## src/rtl/serial_adder_pkg.sv

```systemverilog
// Shared types and sizing helpers for the bit-serial adder controller.
package serial_adder_pkg;

    typedef enum logic [1:0] {
        S_IDLE  = 2'd0,
        S_SHIFT = 2'd1,
        S_DONE  = 2'd2
    } sa_state_t;

    localparam int unsigned SA_WIDTH_DEF = 8;

    // Bit-counter width; a 1-bit counter is the floor so tiny widths still elaborate.
    function automatic int unsigned sa_cnt_w(input int unsigned width);
        return (width < 2) ? 1 : $clog2(width);
    endfunction

    localparam int unsigned SA_CNT_W = sa_cnt_w(SA_WIDTH_DEF);

endpackage

```

## src/rtl/full_adder_cell.sv

```systemverilog
// Single-bit full adder; the only arithmetic element of the serial adder.
module full_adder_cell (
    input  logic i_a,
    input  logic i_b,
    input  logic i_cin,
    output logic o_s,
    output logic o_co
);

    logic w_p;

    assign w_p  = i_a ^ i_b;
    assign o_s  = w_p ^ i_cin;
    assign o_co = (i_a & i_b) | (i_cin & w_p);

endmodule

```

## src/rtl/serial_adder_ctrl.sv

```systemverilog
// Bit-serial WIDTH-bit adder: one full-adder cell, LSB-first, valid/ready in and out.
// Optional subtract mode via `SERIAL_ADDER_SUB_EN (adds the `sub` input port).
module serial_adder_ctrl
    import serial_adder_pkg::*;
#(
    parameter int unsigned WIDTH = SA_WIDTH_DEF
) (
    input  logic             clk,
    input  logic             rst_n,
    input  logic             in_valid,
    output logic             in_ready,
    input  logic [WIDTH-1:0] a,
    input  logic [WIDTH-1:0] b,
    input  logic             cin,
`ifdef SERIAL_ADDER_SUB_EN
    input  logic             sub,
`endif
    output logic             res_valid,
    input  logic             res_ready,
    output logic [WIDTH-1:0] sum,
    output logic             cout,
    output logic             busy
);

    localparam int unsigned CNT_W = sa_cnt_w(WIDTH);
    localparam logic [CNT_W-1:0] CNT_LAST = CNT_W'(WIDTH - 1);

    sa_state_t        r_state;
    logic [WIDTH-1:0] r_a_sr;
    logic [WIDTH-1:0] r_b_sr;
    logic [WIDTH-1:0] r_sum_sr;
    logic             r_carry;
    logic [CNT_W-1:0] r_cnt;

    logic             w_s;
    logic             w_co;
    logic [WIDTH-1:0] w_b_load;
    logic             w_c_load;
    logic [WIDTH-1:0] w_sum_next;

    // Subtract is a + ~b + 1, so only the captured b and initial carry change.
`ifdef SERIAL_ADDER_SUB_EN
    assign w_b_load = sub ? ~b : b;
    assign w_c_load = sub ? 1'b1 : cin;
`else
    assign w_b_load = b;
    assign w_c_load = cin;
`endif

    full_adder_cell u_fa (
        .i_a   (r_a_sr[0]),
        .i_b   (r_b_sr[0]),
        .i_cin (r_carry),
        .o_s   (w_s),
        .o_co  (w_co)
    );

    assign w_sum_next = {w_s, r_sum_sr[WIDTH-1:1]};

    // Controller FSM with registered handshake/status outputs.
    always_ff @(posedge clk or negedge rst_n) begin
        if (!rst_n) begin
            r_state   <= S_IDLE;
            r_a_sr    <= '0;
            r_b_sr    <= '0;
            r_sum_sr  <= '0;
            r_carry   <= 1'b0;
            r_cnt     <= '0;
            in_ready  <= 1'b1;
            res_valid <= 1'b0;
            busy      <= 1'b0;
            sum       <= '0;
            cout      <= 1'b0;
        end else begin
            case (r_state)
                S_IDLE: begin
                    if (in_valid) begin
                        r_state  <= S_SHIFT;
                        r_a_sr   <= a;
                        r_b_sr   <= w_b_load;
                        r_carry  <= w_c_load;
                        r_cnt    <= '0;
                        in_ready <= 1'b0;
                        busy     <= 1'b1;
                    end
                end
                S_SHIFT: begin
                    r_a_sr   <= r_a_sr >> 1;
                    r_b_sr   <= r_b_sr >> 1;
                    r_sum_sr <= w_sum_next;
                    r_carry  <= w_co;
                    if (r_cnt == CNT_LAST) begin
                        r_state   <= S_DONE;
                        busy      <= 1'b0;
                        res_valid <= 1'b1;
                        sum       <= w_sum_next;
                        cout      <= w_co;
                    end else begin
                        r_cnt <= r_cnt + CNT_W'(1);
                    end
                end
                S_DONE: begin
                    if (res_ready) begin
                        r_state   <= S_IDLE;
                        res_valid <= 1'b0;
                        in_ready  <= 1'b1;
                    end
                end
                default: begin
                    r_state   <= S_IDLE;
                    in_ready  <= 1'b1;
                    res_valid <= 1'b0;
                    busy      <= 1'b0;
                end
            endcase
        end
    end

endmodule

```

## config.mk

```make
export PLATFORM = sky130hd
export DESIGN_NAME = serial_adder_ctrl
export DESIGN_NICKNAME = d
export VERILOG_FILES = /design/src/rtl/serial_adder_pkg.sv /design/src/rtl/full_adder_cell.sv /design/src/rtl/serial_adder_ctrl.sv
export SDC_FILE = /design/constraint.sdc
export NUM_CORES = 1
export LEC_CHECK = 0
export BUFFER_PORTS_ARGS = -buffer_cell sky130_fd_sc_hd__buf_2
export CAP_MARGIN = 10
export CORE_AREA = 2 2 62 64
export CTS_CLUSTER_SIZE = 14
export DETAILED_ROUTE_END_ITERATION = 12
export DIE_AREA = 0 0 64 66
export GPL_ROUTABILITY_DRIVEN = 0
export PLACE_DENSITY = 0.8
export SKIP_LAST_GASP = 1
export SYNTH_ARGS = -nofsm -noshare
export SYNTH_HDL_FRONTEND = slang
export SYNTH_SLANG_ARGS = --single-unit
```

## constraint.sdc

```tcl
create_clock -name clk -period 1.7 [get_ports clk]
set_input_delay 0.17 -clock clk [delete_from_list [all_inputs] [get_ports clk]]
set_output_delay 0.17 -clock clk [all_outputs]
set_load 0.005 [all_outputs]
```

### Word-level counts from Yosys, hierarchy flattened

Cells that the tools add are included.

| operators by class | value |
|---|---|
| muxes and demuxes | 22 |
| add/sub/neg operators | 1 |
| equality and inequality tests | 7 |
| reductions and logical operators | 9 |
| bitwise logic cells | 8 |

Operators by type and width:

| operator | count |
|---|---|
| 8-bit one-hot mux with 2 select lines | 2 |
| 8-bit 2-to-1 mux | 2 |
| 3-bit AND reduction | 5 |
| 1-bit one-hot mux with 3 select lines | 3 |
| 2-bit inequality test (second input constant) | 4 |
| 1-bit 2-to-1 mux | 7 |
| 2-bit 2-to-1 mux | 3 |
| 3-bit 2-to-1 mux | 2 |
| 2-bit one-hot mux with 3 select lines | 1 |
| 3-bit one-hot mux with 2 select lines | 1 |
| 2-bit AND reduction | 2 |
| 3-bit by 1-bit adder with 3-bit output (second input constant) | 1 |
| 3-bit == test (second input constant) | 1 |
| 1-bit inverter | 3 |
| 1-bit bitwise AND | 2 |
| 2-bit by 1-bit == test with 1-bit output (second input constant) | 1 |
| 2-bit == test (second input constant) | 1 |
| 2-bit logical NOT | 1 |
| 1-bit one-hot mux with 2 select lines | 1 |
| 2-bit nonzero test | 1 |
| 1-bit bitwise XOR | 2 |
| 1-bit OR | 1 |

| word-level totals | value |
|---|---|
| bits in registers | 42 |
| output and inout port bits | 12 |
| logic and storage cells | 58 |
| input bits | 21 |

### Longest topological paths before layout

| depth | value |
|---|---|
| depth after elaboration | 4 |
| depth in mapped cells | 6 |
| mapped depth without buffers | 5 |

### Hierarchy

Synthesis repeated with hierarchy kept, for this count alone.

| unflattened totals | value |
|---|---|
| cells, all modules | 166 |
| area total of the unflattened synthesis | 1843.0 um^2 |

By module, submodules not included:

| module | seq. area each (um^2) | times used | area an instance (um^2) | cells each |
|---|---|---|---|---|
| serial_adder_ctrl | 1027.2 | 1 | 1823.0 | 165 |
| full_adder_cell | 0.0 | 1 | 20.0 | 1 |

### Least setup slack after synthesis

No wires, ideal clock.

| timing | value |
|---|---|
| path kind | register -> register |
| start | register r_cnt[0] |
| end | register cout |
| data required time | 1.575 ns |
| stages on the path, launching flop included | 6 |
| slack | 0.248 ns |
| library setup time | 0.125 ns |
| arrival | 1.326 ns |
| buffers on the path | 1 |
| period minus slack after synthesis | 1.452 ns |
| cell sequence | dfrtp_1 ha_1 ha_1 buf_2 nand2_8 mux2_4 |

| between the ends | value |
|---|---|
| word-level cells in the longest chain between the ends | 2 |

RTL lines:

| what | RTL line | text |
|---|---|---|
| start: declaration | serial_adder_ctrl.sv:33 | `logic [CNT_W-1:0] r_cnt;` |
| start signal: assignment | serial_adder_ctrl.sv:99 | `r_cnt <= r_cnt + CNT_W'(1);` |
| 3-bit == test | serial_adder_ctrl.sv:92 | `if (r_cnt == CNT_LAST) begin` |
| 2-bit AND reduction (no source line) | -- |  |
| end signal: assignment | serial_adder_ctrl.sv:97 | `cout <= w_co;` |
| end: declaration | serial_adder_ctrl.sv:21 | `output logic cout,` |

No other way between the ends.
A chain may end at the register's enable or synchronous reset.

### Worst setup path after layout

| timing | value |
|---|---|
| start | register r_cnt[0] |
| end | register sum[4] |

| between the ends | value |
|---|---|
| word-level cells in the longest chain between the ends | 2 |

RTL lines:

| what | RTL line | text |
|---|---|---|
| 3-bit == test | serial_adder_ctrl.sv:92 |  |
| 2-bit AND reduction (no source line) | -- |  |
| end signal: assignment | serial_adder_ctrl.sv:96 | `sum <= w_sum_next;` |
| end: declaration | serial_adder_ctrl.sv:20 | `output logic [WIDTH-1:0] sum,` |

No other way between the ends.

==> impl_metrics.py <==
metrics = {
    "setup_path": {
        "path_common_cell": "ha_1",
        "critical_path_class": "reg -> reg",
        "path_max_fanout": 10,
        "crit_chain": "ha_1, ha_1, nand2_8, mux2_4",
        "crit_path_end_kind": "flop",
        "crit_buf_inv": 0,
        "required_ps": 1940,
        "start_kind": "flop",
        "path_depth": 4,
        "arrival_ps": 1810,
        "rr_worst_depth": 4,
        "crit_family": "adder cells",
        "slowest_delay_ps": 410,
        "crit_slowest_cell": "dfrtp_1",
    },
    "cts": {
        "cts_resized": 0,
        "clkSinkCount": 41,
        "clock_tree.root_cell": "clkbuf_4",
        "path_clk_slew_ps": 120,
        "cts_tree": "built",
        "insertion_delay_ps": 340,
        "cts.path.max_buffers": 2,
        "h-tree-depth": 2,
        "cts_buffers": 5,
    },
    "yosys": {
        "syn_area_mm2": 0.001822,
        "ys_types": 27,
        "post-synth-top-area-cell": "dfrtp_1",
        "syn-num-nets": 186,
        "synth_warnings": 0,
        "synth_edf_count": 0,
        "postSynth.asyncResetShare_pct": 100.0,
        "synth.top_cell.area_share_pct": 54.95,
        "synth.area.top_cells": "dfrtp_1, o22ai_1, mux2_4",
        "ys.flop_type": "dfrtp_1",
        "synth.most_common_cell": "dfrtp_1",
        "synth_common_cells": "dfrtp_1, nand2_1, o22ai_1",
        "postSynthCellCount": 162,
        "syn_avg_cell_area_um2": 11.25,
        "ys_seq_elements": 41,
        "synth_seq_area_share_pct": 56.39,
    },
    "layout": {
        "area_delta_synth_final_pct": 15.11,
        "layout-drive-gt1-share_pct": 29.80,
        "final_area_mm2": 0.002097,
        "diodes": 0,
        "nNetsFinal": 221,
        "final_core_util_pct": 59.06,
        "nFillCells": 312,
        "fin_cells": 246,
    },
    "power": {
        "p_leak_nw": 1.001,
        "cellPowerDensity_mw_per_mm2": 1785,
        "ir_worst_vdd_uv": 897.9,
    },
    "global_routing": {
        "first_global_vias": 1363,
        "grt_max_degree": 23,
        "grt_remaining_overflow": 0,
        "grt_pass1_wl_mm": 6.210,
        "antenna_found_initial": 0,
        "grtUsageTotal_pct": 19.31,
    },
    "routing": {
        "vias_per_cell": 5.492,
        "wl_mm": 3.557,
        "firstDrtPassIters": 4,
        "routed-via-count": 1351,
        "drt_iter0_markers": 55,
        "routedWlPerCell_um": 14.46,
        "route.detailed.drc": 0,
        "postRouteAntennaNets": 0,
    },
    "die": {
        "core_mm2": 0.003551,
        "rows": 22,
        "ios": 33,
        "die_h_um": 66,
        "die_area_mm2": 0.004224,
        "initial_core_util_pct": 51.30,
        "die_x_um": 64,
    },
    "timing": {
        "setup_viol": 0,
        "rsz0062_at_grt": "false",
        "max_slew_margin_pct": 64.12,
        "fmax_mhz": 636.6,
        "hold_viol": 0,
        "post-route-period-util_pct": 92.41,
        "worstMarginPinSlew_ps": 538.2,
        "setup_tns_ps": 0,
        "finClkSkew_ps": 6.245,
        "drv_slew": 0,
        "fin_crit_ps": 1571,
    },
    "run_status": {
        "status": "complete, no violations",
    },
    "flow_run": {
        "maxCapViolCount": 0,
    },
    "worst_hold_path": {
        "holdPathStages": 2,
        "hold_class": "in -> reg",
    },
    "placed_design": {
        "io_buffer_count": 32,
        "dp_hpwl_mm": 2.576,
        "place_inst": 237,
        "dpl_cell_area_mm2": 0.002034,
    },
}
-- flip-flops by register name, summed over array words and instances, names as in the netlist, 2 cells and up --
register,count
r_a_sr,8
r_b_sr,8
r_cnt,3
r_state,2
r_sum_sr,7
sum,8
-- final cells by class --
cell class                      instances  area, um^2  share of cell area [%]
Clock inverter                          1       7.507                  0.3580
Sequential cell                        41        1027                   48.99
Timing Repair Buffer                   39       227.7                   10.86
Multi-Input combinational cell        107       718.2                   34.25
Clock buffer                            7       45.04                   2.148
Tap cell                               48       60.06                   2.864
Inverter                                3       11.26                  0.5370
-- metrics by stage --
step	setup WS, ps	power, W	hold slack (ps)
after CTS	104.0	0.003786	25.69
final	129.1	0.003743	42.94
after floorplan	248.5	0.002854	-125.6
after global placement	201.8	0.003212	157.7
after global routing	1.360	0.004068	23.40
after detailed placement	128.3	0.003314	143.5
-- cell usage in the layout (no fill, tap or decap) --
cell,n
dlygate4sd3_1,1
nand2_8,1
nor2b_1,2
mux2_4,9
ha_1,2
a2bb2oi_1,2
fa_1,1
o31ai_1,1
nand2_1,25
inv_1,1
a22oi_1,3
clkbuf_1,2
o21ai_0,4
nor2_1,6
nand3b_1,2
buf_2,32
buf_4,5
dfrtp_1,40
clkbuf_4,5
o221a_2,2
o2bb2ai_1,3
dfstp_2,1
buf_12,1
o21ai_1,2
inv_2,2
nand2b_1,3
clkinvlp_4,1
a32o_1,1
o22ai_1,23
nor3_1,1
a21oi_1,14
-- power by group --
group / switching (W) / internal, W / total, W
sequential: 0.000331 / 0.00144 / 0.00177
combinational: 0.000733 / 0.000771 / 0.00150
clock: 0.000307 / 0.000164 / 0.000471
total: 0.00137 / 0.00237 / 0.00374
-- path summary, 6_finish.rpt --
kind | from | to | slack (ps)
max in group asynchronous | rst_n | r_sum_sr[1] | 930
worst min-delay path | res_ready | r_state[1] | 40
worst max-delay path | r_cnt[0] | sum[4] | 130
worst min register to register | in_ready | in_ready | 510
worst max register to register | r_cnt[0] | sum[4] | 130
min in group asynchronous | rst_n | r_a_sr[3] | 310
-- kinds of logic (layout without fill, tap and decap cells) --
logic type                 count (synthesis)  count (layout)  share of synthesized area (%)
AOI/OAI and AO/OA                         55              55                          19.23
DFF                                       41              41                          56.39
and+or+nand+nor                           40              40                          10.30
buffers and inverters                     14              50                          4.189
muxes                                      9               9                          7.418
adders and majority gates                  3               3                          2.472
-- layer usage --
| metal | vias up | part of all wire (%) | global-route usage, % |
|---|---|---|---|
| met3 | 7 | 4.1 | 6.474 |
| li1 | 663 | - | - |
| met2 | 33 | 50 | 31.77 |
| met1 | 648 | 45 | 24.41 |
| met4 | 0 | 1.0 | 5.163 |
| met5 | - | 0 | 0 |
-- what timing repair did --
item,4_1_cts,5_1_grt
setup buffers,0,0
endpoints found under the setup margin,0,0
hold endpoints to repair,18,0
hold buffers,1,0
Power figures use the tool's default switching activity.
